### config.mk
export PLATFORM = sky130hd
export DESIGN_NAME = cla_seg_adder_seq
export DESIGN_NICKNAME = d
export VERILOG_FILES = /design/src/rtl/cla_seg_adder_seq.sv
export SDC_FILE = /design/constraint.sdc
export NUM_CORES = 1
export LEC_CHECK = 0
export CORE_MARGIN = 2
export CORE_UTILIZATION = 50
export DETAILED_ROUTE_END_ITERATION = 7
export PLACE_DENSITY = 0.83
export RECOVER_POWER = 100
export SLEW_MARGIN = 10
export SYNTH_ARGS = -nofsm -noshare
export SYNTH_HDL_FRONTEND = slang
export SYNTH_SLANG_ARGS = --single-unit
### constraint.sdc
create_clock -name clk -period 4.97 [get_ports clk]
set_input_delay 1.491 -clock clk [delete_from_list [all_inputs] [get_ports clk]]
set_output_delay 1.491 -clock clk [all_outputs]
set_load 0.1 [all_outputs]
### src/rtl/cla_seg_adder_seq.sv
// -----------------------------------------------------------------------------
// cla_seg_adder_seq
//
// Multi-cycle wide two's-complement adder for the MAC512 datapath. Operands
// are latched on the accepting edge and added SEG bits per clock. Each segment
// is built from per-bit propagate/generate terms feeding 4-bit carry-lookahead
// groups. The group Pout/Gout terms are chained across the segment. The carry
// between segments lives in a register, which keeps the critical path to one
// segment at the cost of NSEG cycles of latency.
//
// Parameters
//   WIDTH  operand/result width, a multiple of SEG
//   SEG    bits added per cycle, a multiple of 4
//
// Ports
//   clk    in   rising-edge clock
//   rst_n  in   asynchronous active-low reset
//   start  in   request, only looked at in IDLE
//   a, b   in   WIDTH-bit operands, captured on the accepting edge
//   cin    in   carry-in, captured on the accepting edge
//   busy   out  high while an operation is in RUN or DONE
//   done   out  one-cycle pulse, result valid
//   sum    out  registered WIDTH-bit result
//   cout   out  carry out of bit WIDTH-1
//   ovf    out  signed overflow
// -----------------------------------------------------------------------------
module cla_seg_adder_seq #(
    parameter int WIDTH = 64,
    parameter int SEG   = 16
) (
    input  logic             clk,
    input  logic             rst_n,
    input  logic             start,
    input  logic [WIDTH-1:0] a,
    input  logic [WIDTH-1:0] b,
    input  logic             cin,
    output logic             busy,
    output logic             done,
    output logic [WIDTH-1:0] sum,
    output logic             cout,
    output logic             ovf
);

    localparam int NSEG  = WIDTH / SEG;
    localparam int NGRP  = SEG / 4;
    localparam int IDX_W = (NSEG > 1) ? $clog2(NSEG) : 1;

    localparam logic [IDX_W-1:0] LAST_IDX = IDX_W'(NSEG - 1);

    typedef enum logic [1:0] {
        ST_IDLE = 2'd0,
        ST_RUN  = 2'd1,
        ST_DONE = 2'd2
    } state_e;

    // -------------------------------------------------------------------------
    // State and datapath registers
    // -------------------------------------------------------------------------
    state_e           state_q, state_d;
    logic [IDX_W-1:0] idx_q,   idx_d;
    logic             carry_q, carry_d;
    logic [WIDTH-1:0] a_q,     a_d;
    logic [WIDTH-1:0] b_q,     b_d;
    logic [WIDTH-1:0] sum_q,   sum_d;
    logic             cout_q,  cout_d;
    logic             ovf_q,   ovf_d;

    // -------------------------------------------------------------------------
    // Segment arithmetic signals
    // -------------------------------------------------------------------------
    logic [SEG-1:0]   seg_a;
    logic [SEG-1:0]   seg_b;
    logic [SEG-1:0]   seg_p;
    logic [SEG-1:0]   seg_g;
    logic [SEG-1:0]   seg_c;     // carry into each bit of the segment
    logic [SEG-1:0]   seg_sum;
    logic             seg_cout;
    logic             seg_ovf;
    logic             grp_carry; // running carry between lookahead groups
    logic [5:0]       grp_res;

    // -------------------------------------------------------------------------
    // 4-bit lookahead group.
    // Returns {gout, pout, c3, c2, c1, c0}, where c0..c3 are the carries into
    // the four bits of the group. c0 is simply the group carry-in.
    // -------------------------------------------------------------------------
    function automatic logic [5:0] cla4(
        input logic [3:0] p,
        input logic [3:0] g,
        input logic       c0
    );
        logic c1;
        logic c2;
        logic c3;
        logic pout;
        logic gout;
        c1   = g[0] | (p[0] & c0);
        c2   = g[1] | (p[1] & g[0]) | (p[1] & p[0] & c0);
        c3   = g[2] | (p[2] & g[1]) | (p[2] & p[1] & g[0])
                    | (p[2] & p[1] & p[0] & c0);
        pout = &p;
        gout = g[3] | (p[3] & g[2]) | (p[3] & p[2] & g[1])
                    | (p[3] & p[2] & p[1] & g[0]);
        return {gout, pout, c3, c2, c1, c0};
    endfunction

    // -------------------------------------------------------------------------
    // Segment adder: selects the active segment of the latched operands and
    // adds it with the registered inter-segment carry.
    // -------------------------------------------------------------------------
    always_comb begin
        seg_a = '0;
        seg_b = '0;
        // Constant-select mux over segments keeps every part-select static.
        for (int s = 0; s < NSEG; s++) begin
            if (idx_q == IDX_W'(s)) begin
                seg_a = a_q[s*SEG +: SEG];
                seg_b = b_q[s*SEG +: SEG];
            end
        end

        seg_p = seg_a ^ seg_b;
        seg_g = seg_a & seg_b;

        seg_c     = '0;
        grp_res   = '0;
        grp_carry = carry_q;
        for (int g = 0; g < NGRP; g++) begin
            grp_res          = cla4(seg_p[4*g +: 4], seg_g[4*g +: 4], grp_carry);
            seg_c[4*g +: 4]  = grp_res[3:0];
            // c(j+1) = Gout(j) | Pout(j) & c(j)
            grp_carry        = grp_res[5] | (grp_res[4] & grp_carry);
        end

        seg_cout = grp_carry;
        seg_sum  = seg_p ^ seg_c;
        // Only meaningful on the top segment, where seg_c[SEG-1] is the carry
        // into bit WIDTH-1.
        seg_ovf  = seg_c[SEG-1] ^ grp_carry;
    end

    // -------------------------------------------------------------------------
    // FSM: state register
    // -------------------------------------------------------------------------
    always_ff @(posedge clk or negedge rst_n) begin
        if (!rst_n) begin
            state_q <= ST_IDLE;
        end else begin
            state_q <= state_d;
        end
    end

    // -------------------------------------------------------------------------
    // FSM: next-state logic
    // -------------------------------------------------------------------------
    always_comb begin
        state_d = state_q;
        case (state_q)
            ST_IDLE: begin
                if (start) begin
                    state_d = ST_RUN;
                end
            end
            ST_RUN: begin
                if (idx_q == LAST_IDX) begin
                    state_d = ST_DONE;
                end
            end
            ST_DONE: begin
                state_d = ST_IDLE;
            end
            default: begin
                state_d = ST_IDLE;
            end
        endcase
    end

    // -------------------------------------------------------------------------
    // FSM: outputs
    // -------------------------------------------------------------------------
    always_comb begin
        busy = (state_q == ST_RUN) || (state_q == ST_DONE);
        done = (state_q == ST_DONE);
    end

    // -------------------------------------------------------------------------
    // Datapath next-value logic
    // -------------------------------------------------------------------------
    always_comb begin
        idx_d   = idx_q;
        carry_d = carry_q;
        a_d     = a_q;
        b_d     = b_q;
        sum_d   = sum_q;
        cout_d  = cout_q;
        ovf_d   = ovf_q;

        case (state_q)
            ST_IDLE: begin
                if (start) begin
                    a_d     = a;
                    b_d     = b;
                    carry_d = cin;
                    idx_d   = '0;
                end
            end
            ST_RUN: begin
                for (int s = 0; s < NSEG; s++) begin
                    if (idx_q == IDX_W'(s)) begin
                        sum_d[s*SEG +: SEG] = seg_sum;
                    end
                end
                carry_d = seg_cout;
                if (idx_q == LAST_IDX) begin
                    idx_d  = '0;
                    cout_d = seg_cout;
                    ovf_d  = seg_ovf;
                end else begin
                    idx_d = idx_q + 1'b1;
                end
            end
            default: begin
                // DONE holds everything; the result stays visible.
            end
        endcase
    end

    // -------------------------------------------------------------------------
    // Datapath registers
    // -------------------------------------------------------------------------
    always_ff @(posedge clk or negedge rst_n) begin
        if (!rst_n) begin
            idx_q   <= '0;
            carry_q <= 1'b0;
            a_q     <= '0;
            b_q     <= '0;
            sum_q   <= '0;
            cout_q  <= 1'b0;
            ovf_q   <= 1'b0;
        end else begin
            idx_q   <= idx_d;
            carry_q <= carry_d;
            a_q     <= a_d;
            b_q     <= b_d;
            sum_q   <= sum_d;
            cout_q  <= cout_d;
            ovf_q   <= ovf_d;
        end
    end

    assign sum  = sum_q;
    assign cout = cout_q;
    assign ovf  = ovf_q;

endmodule
==> results of run 1 <==
==> worst reg2reg max path: stages (launching register included) <==
cell,delay (ns)
dfrtp_1,0.39
ha_1,0.96
clkbuf_1,0.87
o21ai_0,0.24
ha_1,0.42
a211o_1,0.28
o211ai_1,0.12
o31ai_1,0.11
a311oi_1,0.68
mux2_2,0.30
==> flip-flops by register name, indices dropped and copies added (netlist names) <==
name,flops
state_q,2
ovf,1
b_q,64
a_q,64
sum,64
cout,1
idx_q,2
carry_q,1
==> layout make-up <==
type / count / area share [%]
flip-flops and latches: 199 / 41.75
clock buffers: 21 / 3.945
clock inverters: 10 / 0.9232
inverters: 8 / 0.2518
repair buffers: 213 / 17.69
multi-input cells: 535 / 33.04
well taps: 229 / 2.402
==> synthesized netlist by cell type (2+ instances only) <==
master | number | area share (%)
nand3_1 | 7 | 0.38
o41a_1 | 2 | 0.25
nor2b_1 | 4 | 0.27
nand2b_1 | 3 | 0.21
o21a_4 | 2 | 0.33
o31ai_1 | 5 | 0.41
nor3_1 | 3 | 0.16
nor2_1 | 50 | 2.1
buf_1 | 6 | 0.25
nand2_1 | 75 | 3.1
xnor2_1 | 4 | 0.38
a21oi_1 | 64 | 3.5
xor2_1 | 5 | 0.48
o21ai_0 | 72 | 3.9
a31oi_1 | 2 | 0.14
o21a_1 | 3 | 0.25
dfrtp_1 | 199 | 55
mux2_2 | 148 | 18
inv_1 | 8 | 0.33
ha_1 | 23 | 3.1
mux2i_1 | 2 | 0.22
a22oi_1 | 31 | 2.5
a21o_1 | 8 | 0.66
clkbuf_1 | 41 | 1.7
or3_1 | 2 | 0.14
fa_1 | 4 | 0.88
==> kinds of logic after synthesis <==
logic type | after synthesis
AOI/OAI and AO/OA | 200
xor gates and xnor gates | 9
adders and majority gates | 27
buffers and inverters | 55
DFF | 199
muxes | 150
and+or+nand+nor | 149
==> worst max path at each step <==
stage / slack, ns / cells after the start / to
5_1_grt: 0.13 / 11 / sum[61]$_DFFE_PN0P_
3_3_place_gp: 0.95 / 16 / sum[45]$_DFFE_PN0P_
4_1_cts: 0.75 / 16 / sum[29]$_DFFE_PN0P_
3_5_place_dp: 0.75 / 16 / sum[29]$_DFFE_PN0P_
2_1_floorplan: 1.26 / 18 / sum[45]$_DFFE_PN0P_
6_report: 0.54 / 9 / sum[27]$_DFFE_PN0P_
==> placed cells by master (no fill, tap or decap), types with 4 or more instances in the layout <==
master | synthesis | routed
o21a_1 | 3 | 4
nand3_1 | 7 | 7
o21ai_0 | 72 | 72
a21o_1 | 8 | 8
clkdlybuf4s50_1 | 0 | 129
o31ai_1 | 5 | 5
clkbuf_16 | 0 | 17
fa_1 | 4 | 4
dfrtp_1 | 199 | 199
a21oi_1 | 64 | 64
xnor2_1 | 4 | 4
inv_1 | 8 | 8
inv_6 | 0 | 5
nor2_1 | 50 | 50
a22oi_1 | 31 | 31
nand2_1 | 75 | 75
ha_1 | 23 | 22
dlygate4sd3_1 | 0 | 69
mux2_2 | 148 | 147
buf_4 | 0 | 4
xor2_1 | 5 | 5
clkbuf_2 | 0 | 6
==> metal layers <==
layer	global-route usage, %	vias to the layer above
met2	37.83	282
met1	35.40	3431
met4	7.443	0
li1	-	3196
met5	0	-
met3	5.698	43
==> metrics by stage <==
stage	worst slack, ns	util (%)	hold WS (ns)	area [um2]
2_1_floorplan	1.256	-	0.4793	9136
3_3_place_gp	0.9473	63.46	0.4607	11400
3_5_place_dp	0.7468	63.46	0.4697	11400
4_1_cts	0.7464	66.69	0.4851	11980
5_1_grt	0.1279	66.39	0.5016	11930
6_report	0.5392	66.39	0.4742	11930
==> results_dict.tcl, run 1 <==
set metrics [dict create \
    post_cts_resized 0 \
    grt_pass1_wl_um 37340 \
    fillers 1368 \
    synth_compound_area_share_pct 13.19 \
    crit_path_top_delay_cell "ha_1" \
    ys_ff_latch 199 \
    syn2layout_area_growth_pct 30.54 \
    cp-start-kind "flop" \
    synth_area_um2 9136 \
    worst_slew_pin_slew_ns 2.854 \
    cts_tree "yes" \
    synth-edff-count 0 \
    drtIter0Drc 471 \
    rsz0062_at_grt "false" \
    cap_viol_max_count 2 \
    post-route-min-period_ns 4.431 \
    max-slew-margin-rel_pct -90.25 \
    seq_area_frac_synth_pct 54.51 \
    fmax_mhz 225.7 \
    slowest_delay_ns 0.95 \
    die_y_um 139.2 \
    ff2ff_setup_slack_ns 0.54 \
    register_area_um2 4980 \
    syn_nets 948 \
    fin_setup_tns_ns 0 \
    cts_root_buffer "clkbuf_16" \
    hpwl_um 17210 \
    grt_max_degree 114 \
    wl_met2_um 10850 \
    grt_usage_pct 24.68 \
    outcome "finished, violations left" \
    place.gp.congestion 0.8393 \
    core.rowCount 49 \
    ys_types 42 \
    start_util_pct 50.86 \
    hold_buffers 0 \
    crit_arrival_ns 4.80 \
    multi_input_area_um2 3940 \
    min_path_cells 2 \
    critPathBufInv 1 \
    path_class "reg -> reg" \
    core_um2 17960 \
    drc 0 \
    via_per_inst 5.722 \
    synth_area_per_cell_um2 11.58 \
    min_from "sum[25]$_DFFE_PN0P_" \
    hp-class "reg -> reg" \
    critPathMaxFanout 39 \
    nNetsFinal 1133 \
    routed-wl-met3_um 1503 \
    synthFlopType "dfrtp_1" \
    crit_family "compound AO/OA/AOI/OAI gates" \
    required_ns 5.34 \
    endpoint_kind "flop" \
    r2r_end "sum[27]$_DFFE_PN0P_" \
    wl_met1_um 10480 \
    layout.cells.non_filler 1215 \
    cts_setup_buffers 0 \
    dieWidth_um 139.2 \
    drive_gt1_share_pct 19.88 \
    finalSetupViolCount 0 \
    hold_viol_final 0 \
    fin_crit_sh_pct 89.15 \
    ioPinCount 200 \
    grt_pass1_vias 6890 \
    vias 6952 \
    synth_top_family_by_area "multiplexers" \
    clock_skew_ns 0.01121 \
    synth_fa_ha_area_share_pct 4.026 \
    async_flop_share_pct 100.0 \
    drtAntennaViolNets 0 \
    overflow 0 \
    synthCells 789 \
    yosysWarnings 0 \
    crit_start "idx_q[0]$_DFFE_PN0P_" \
    cts_buffers 17 \
    synthXorXnorAreaFrac_pct 0.8628 \
    path_cells "ha_1 -> clkbuf_1 -> o21ai_0 -> ha_1 -> a211o_1 -> o211ai_1 -> o31ai_1 -> a311oi_1 -> mux2_2" \
    wl_um 23280 \
    slew_viol_final 162 \
    clock-sinks 199 \
    synth-simple-area-share_pct 6.697 \
    cts_buffer_depth 2 \
    clk_pin_slew_ns 0.07 \
    antenna_found_initial 0 \
    rr_worst_depth 9 \
    die_area_um2 19370 \
    whs_endpoint "sum[25]$_DFFE_PN0P_" \
    port_buffers 199 \
    antenna_cells 0 \
    dr.pass1.iters 5 \
    dp_cells 1184 \
    post_drt_wl_per_cell_um 19.16 \
    h-tree-depth 4 \
    violations "max-capacitance violations, max-slew violations" \
    muxShareOfSynthArea_pct 18.46 \
    clk-insertion-delay-late_ns 0.44 \
    critPathMostFrequentCell "ha_1" \
    route.top_layer_used "met4" \
    r2r-start "idx_q[0]$_DFFE_PN0P_" \
]
Power of run 1 is not shown: default switching activity piles up to over one toggle a cycle in this logic, so the estimate is an artifact.
==> run 2: changes to the inputs <==
--- a/config.mk
+++ b/config.mk
@@ -7,6 +7,7 @@
 export LEC_CHECK = 0
 export CORE_MARGIN = 2
 export CORE_UTILIZATION = 50
+export CTS_CLUSTER_DIAMETER = 100
 export DETAILED_ROUTE_END_ITERATION = 7
 export PLACE_DENSITY = 0.83
 export RECOVER_POWER = 100
@@ -14,3 +15,4 @@
 export SYNTH_ARGS = -nofsm -noshare
 export SYNTH_HDL_FRONTEND = slang
 export SYNTH_SLANG_ARGS = --single-unit
+export TNS_END_PERCENT = 50
==> results of run 2 <==
No change in the layout: final DEF, timing and power equal those of run 1.
Power of run 2 is left out for the same reason.
==> run 3: changes to the inputs <==
--- a/config.mk
+++ b/config.mk
@@ -5,9 +5,11 @@
 export SDC_FILE = /design/constraint.sdc
 export NUM_CORES = 1
 export LEC_CHECK = 0
+export CAP_MARGIN = 10
 export CORE_MARGIN = 2
 export CORE_UTILIZATION = 50
 export CTS_CLUSTER_DIAMETER = 100
+export CTS_CLUSTER_SIZE = 16
 export DETAILED_ROUTE_END_ITERATION = 7
 export PLACE_DENSITY = 0.83
 export RECOVER_POWER = 100
==> results of run 3 <==
No change in the layout: final DEF, timing and power equal those of run 1.
Power of run 3 is left out for the same reason.
==> RTL change 1 (flow settings as in run 3) <==
Change the parameter `WIDTH` from 64 to 128.
--- a/src/rtl/cla_seg_adder_seq.sv
+++ b/src/rtl/cla_seg_adder_seq.sv
@@ -25,7 +25,7 @@
 //   ovf    out  signed overflow
 // -----------------------------------------------------------------------------
 module cla_seg_adder_seq #(
-    parameter int WIDTH = 64,
+    parameter int WIDTH = 128,
     parameter int SEG   = 16
 ) (
     input  logic             clk,
Ports: changed (resized a, b and sum); port bits go from 200 to 392. No check against the original RTL was run, so the function may have changed too.
==> RTL change 1 against run 3 <==
- worst hold slack hardly changed
- wire length up 130%
- clock skew grew 11 ps
- sequential cell count up 193
- final area is 88% higher
- the run still ends with max-capacitance violations, max-slew violations left
- count of clock-buffer cells in the layout grew 8
- setup slack got worse by 360 ps
- synthesized cell count grew 89%
- cell count grew 90%
- area after synthesis up 89%
Power is left out: the tool's default activity adds up to more than one toggle a clock period on the data nets, which glitch-free logic cannot reach.
==> RTL change 1: results (changes against run 3) <==
Routability congestion estimate from global placement -> 0.886 (+5.6%)
Post-Route Skew -> 21.9 ps (+10.7 ps)
Maximum fanout encountered on the critical timing path -> 64 (+64%)
Total global-route track usage -> 29.8% (+5.1 points)
Number of global-route vias before repair -> 13,403 (+95%)
Violated checks -> max-capacitance violations, max-slew violations
Total count of max-transition violations in the final report -> 159 (-1.9%)
Result of the run -> finished with violations
Top post-synthesis cells by area -> dfrtp_1, mux2_2, nand2_1
Number of nets at the end of the flow -> 2,140 (+89%)
CP endpoint -> sum[77]
Number of warnings issued by yosys -> 0 (unchanged)
Count of buffers from port buffering -> 391 (+96%)
Largest net degree at the start of global routing -> 110 (-3.5%)
Net count after synthesis -> 1,781 (+88%)
Std cell rows -> 68 (+39%)
Critical path's largest stage delay -> 500 ps (-450 ps)
Source-to-sink clock delay at the later pin of the worst-skew pair -> 560 ps (+120 ps)
H-tree Lvls -> 1 (-3)
Critical path data arrival time -> 5160 ps (+360 ps)
Transition time at the pin with the least slew margin -> 2890 ps (+38.1 ps)
Inserted Clock Buffers -> 28 (+11)
Part of the Yosys area used for sequential elements -> 56.8% (+2.3 points)
Slowest cell on crit path -> fa_1
Initial detailed-routing violation count -> 823 (+75%)
Sum of net half-perimeters after detailed placement -> 40.6 mm (+140%)
Bufs on Longest Clock Path -> 3 (+1)
Proportion of layout cells with a drive suffix above 1 -> 18.5% (-1.3 points)
First-pass GRT wire length -> 80.5 mm (+120%)
Total Wirelength -> 53.8 mm (+130%)
Number of distinct library cell variants in the gate-level netlist after synthesis -> 46 (+9.5%)
R2R cell count -> 16 (+7)
Number of antenna violations at the first check in global routing -> 9 (+9)
Max-cap violation count -> 2 (unchanged)
Vias per Instance -> 5.79 (+1.2%)
[RTL change 1: layout make-up]
cell class                 instances  area (sq um)
inverter                          17          63.8
tap                              455           569
timing repair buffer             433          4210
fill                            2614         11900
antenna                            6          15.0
multi-input combinational        979          7010
clock buffer                      29           726
sequential                       392          9810
clock inverter                     1          8.76
[RTL change 1: worst min-delay path by stage]
stage | start | endpoint | slack [ps] | cells past startpoint
finish | sum[127] | sum[127] | 470 | 2
global route | sum[92] | sum[92] | 500 | 2
CTS | sum[33] | sum[33] | 480 | 2
detailed placement | sum[33] | sum[33] | 470 | 2
global placement | sum[84] | sum[84] | 460 | 2
floorplan | a_q[116] | a_q[116] | 470 | 1
[RTL change 1: worst register-to-register path, cell delays in order, from the launching register on]
cell	delay, ps
dfrtp_1	430
inv_1	120
ha_2	250
buf_4	490
o21ai_0	370
a21oi_1	380
nor3_1	100
ha_1	330
nand3_1	80
o22a_1	260
or3_4	440
a21o_1	210
a21boi_2	170
nor2_1	80
fa_1	500
xor2_4	260
o21ai_0	140
[RTL change 1: timing repair]
item / 4_1_cts / 5_1_grt
hold buffers: 0 / 0
resized for setup: 1 / 3
buffers inserted: 0 / 0
setup endpoints to repair: 4 / 9
[RTL change 1: cells by family after synthesis]
kind of cell | after synthesis | share of synthesized area (%)
AO/OA/AOI/OAI | 297 | 10.6
XOR/XNOR | 7 | 0.355
adder cells (fa/ha/maj) | 29 | 2.27
buffers and inverters | 121 | 2.68
flip-flops | 392 | 56.8
multiplexers | 264 | 17.2
AND/OR/NAND/NOR | 382 | 10.1
[RTL change 1: metrics by stage]
step	hold slack, ps	setup TNS, ps	setup slack, ps	instances	area (sq um)
5_1_grt	498	0	48.4	2310	22400
3_3_place_gp	460	0	221	2276	21800
3_5_place_dp	469	-3.16	-3.16	2276	21800
2_1_floorplan	470	0	601	1492	17300
4_1_cts	484	0	32.7	2306	22500
6_report	474	0	179	2312	22400
[RTL change 1: per-layer routing]
layer | global-route usage (%) | vias to the layer above | wire (um)
met5 | 0 | - | 25
met4 | 12.9 | 4 | 2330
met3 | 5.48 | 124 | 4400
met2 | 49.1 | 648 | 25800
met1 | 38.8 | 6623 | 21300
li1 | - | 5991 | -
==> RTL change 2 (settings of run 3) <==
Without the edit above. The 3 states of `state_e` get a one-hot encoding in 3 bits.
--- a/src/rtl/cla_seg_adder_seq.sv
+++ b/src/rtl/cla_seg_adder_seq.sv
@@ -47,10 +47,10 @@
 
     localparam logic [IDX_W-1:0] LAST_IDX = IDX_W'(NSEG - 1);
 
-    typedef enum logic [1:0] {
-        ST_IDLE = 2'd0,
-        ST_RUN  = 2'd1,
-        ST_DONE = 2'd2
+    typedef enum logic [2:0] {
+        ST_IDLE = 3'b001,
+        ST_RUN  = 3'b010,
+        ST_DONE = 3'b100
     } state_e;
 
     // -------------------------------------------------------------------------
Function: no difference found for any inputs over 4 cycles, from zero or initial values and one cycle with rst_n low; so few cycles prove little.
==> RTL change 2 against run 3 <==
- the flow still finishes with violations (max-capacitance violations, max-slew violations)
- first-iteration DRC count shrank 25%
- final area is 2.2% lower
- sequential cell count is 1 higher
- count of clock-buffer cells in the layout shrank 2
- synthesized cell count is 0.76% lower
- area after synthesis is 1.6% lower
- wire length decreased by 3.7%
- clock skew shrank 3.0 ps
- setup slack improved by 280 ps
- utilization decreased by 0.77 points
- die area is 1.6% lower
- critical path type unchanged
- critical endpoint is now sum[29]
Power is left out: the tool's default activity adds up to more than one toggle a clock period on the data nets, which glitch-free logic cannot reach.
==> RTL change 2: results (changes against run 3) <==
Result of the run -> finished with violations
Violated checks -> max-capacitance violations, max-slew violations
Met3 Routed Length -> 1.42 mm (-5.8%)
Sum of met2 wire segment lengths after detailed routing -> 10.6 mm (-2.5%)
CP endpoint -> sum[29]
Number of distinct library cell variants in the gate-level netlist after synthesis -> 44 (+4.8%)
Launch instance of the worst min-delay path -> sum[27]
Top post-synthesis cells by count -> dfrtp_1, mux2_2, nand2_1
Proportion of layout cells with a drive suffix above 1 -> 18.7% (-1.1 points)
Hold Crit Endpoint -> sum[27]
Fraction of the mapped netlist area in compound gates -> 12.3% (-0.93 points)
M1 WL -> 9.84 mm (-6.1%)
Met2 track utilization from global routing -> 38.1% (+0.27 points)
Avg WL per Cell -> 18.6 um (-3.1%)
R2R cell count -> 12 (+3)
Post-Route Skew -> 8.22 ps (-2.99 ps)
GRT met3 Usage -> 4.81% (-0.88 points)
Number of global-route vias before repair -> 6,909 (+0.28%)
Worst reg-to-reg setup slack -> 810 ps (+280 ps)
Number of filler cells placed in the layout -> 1,389 (+1.5%)
First-pass GRT wire length -> 36.1 mm (-3.3%)
Vias per Instance -> 5.55 (-3.0%)
Sum of net half-perimeters after detailed placement -> 16.4 mm (-4.4%)
Routability congestion estimate from global placement -> 0.865 (+3.1%)
Largest net degree at the start of global routing -> 117 (+2.6%)
Mux contribution to synthesized area -> 16.7% (-1.8 points)
Max-cap violation count -> 1 (-1)
Transition time at the pin with the least slew margin -> 2560 ps (-289 ps)
Xor-xnor portion of the synthesized cell area -> 1.14% (+0.28 points)
Total count of max-transition violations in the final report -> 105 (-35%)
## RTL change 2: cell types whose count changed in the layout (fill, tap and decap cells not counted), sizes merged, moves of 4 or more
cell	run 3	this run
clkbuf	29	25
mux2	148	133
nand3	7	2
o21ai	72	92
o21a	5	0
nand2	75	102
a21oi	65	44
clkinv	2	6
## RTL change 2: through the flow
stage               instances  cell area (sq um)  worst slack (ps)  hold WS (ps)
finish                   1207              11700               815           476
floorplan                 783               8990               946           481
global route             1206              11700               400           500
global placement         1174              11200              1110           461
detailed placement       1174              11200               996           471
CTS                      1206              11700               955           487
## RTL change 2: area by class of cell
cell class              count  share of cell area (%)
flip-flops and latches    200                    42.9
multi-input cells         527                    31.8
repair buffers            209                    17.6
clock buffers              19                    3.80
well taps                 229                    2.46
clock inverters            13                    1.05
inverters                   9                   0.290
diodes                      1                  0.0214
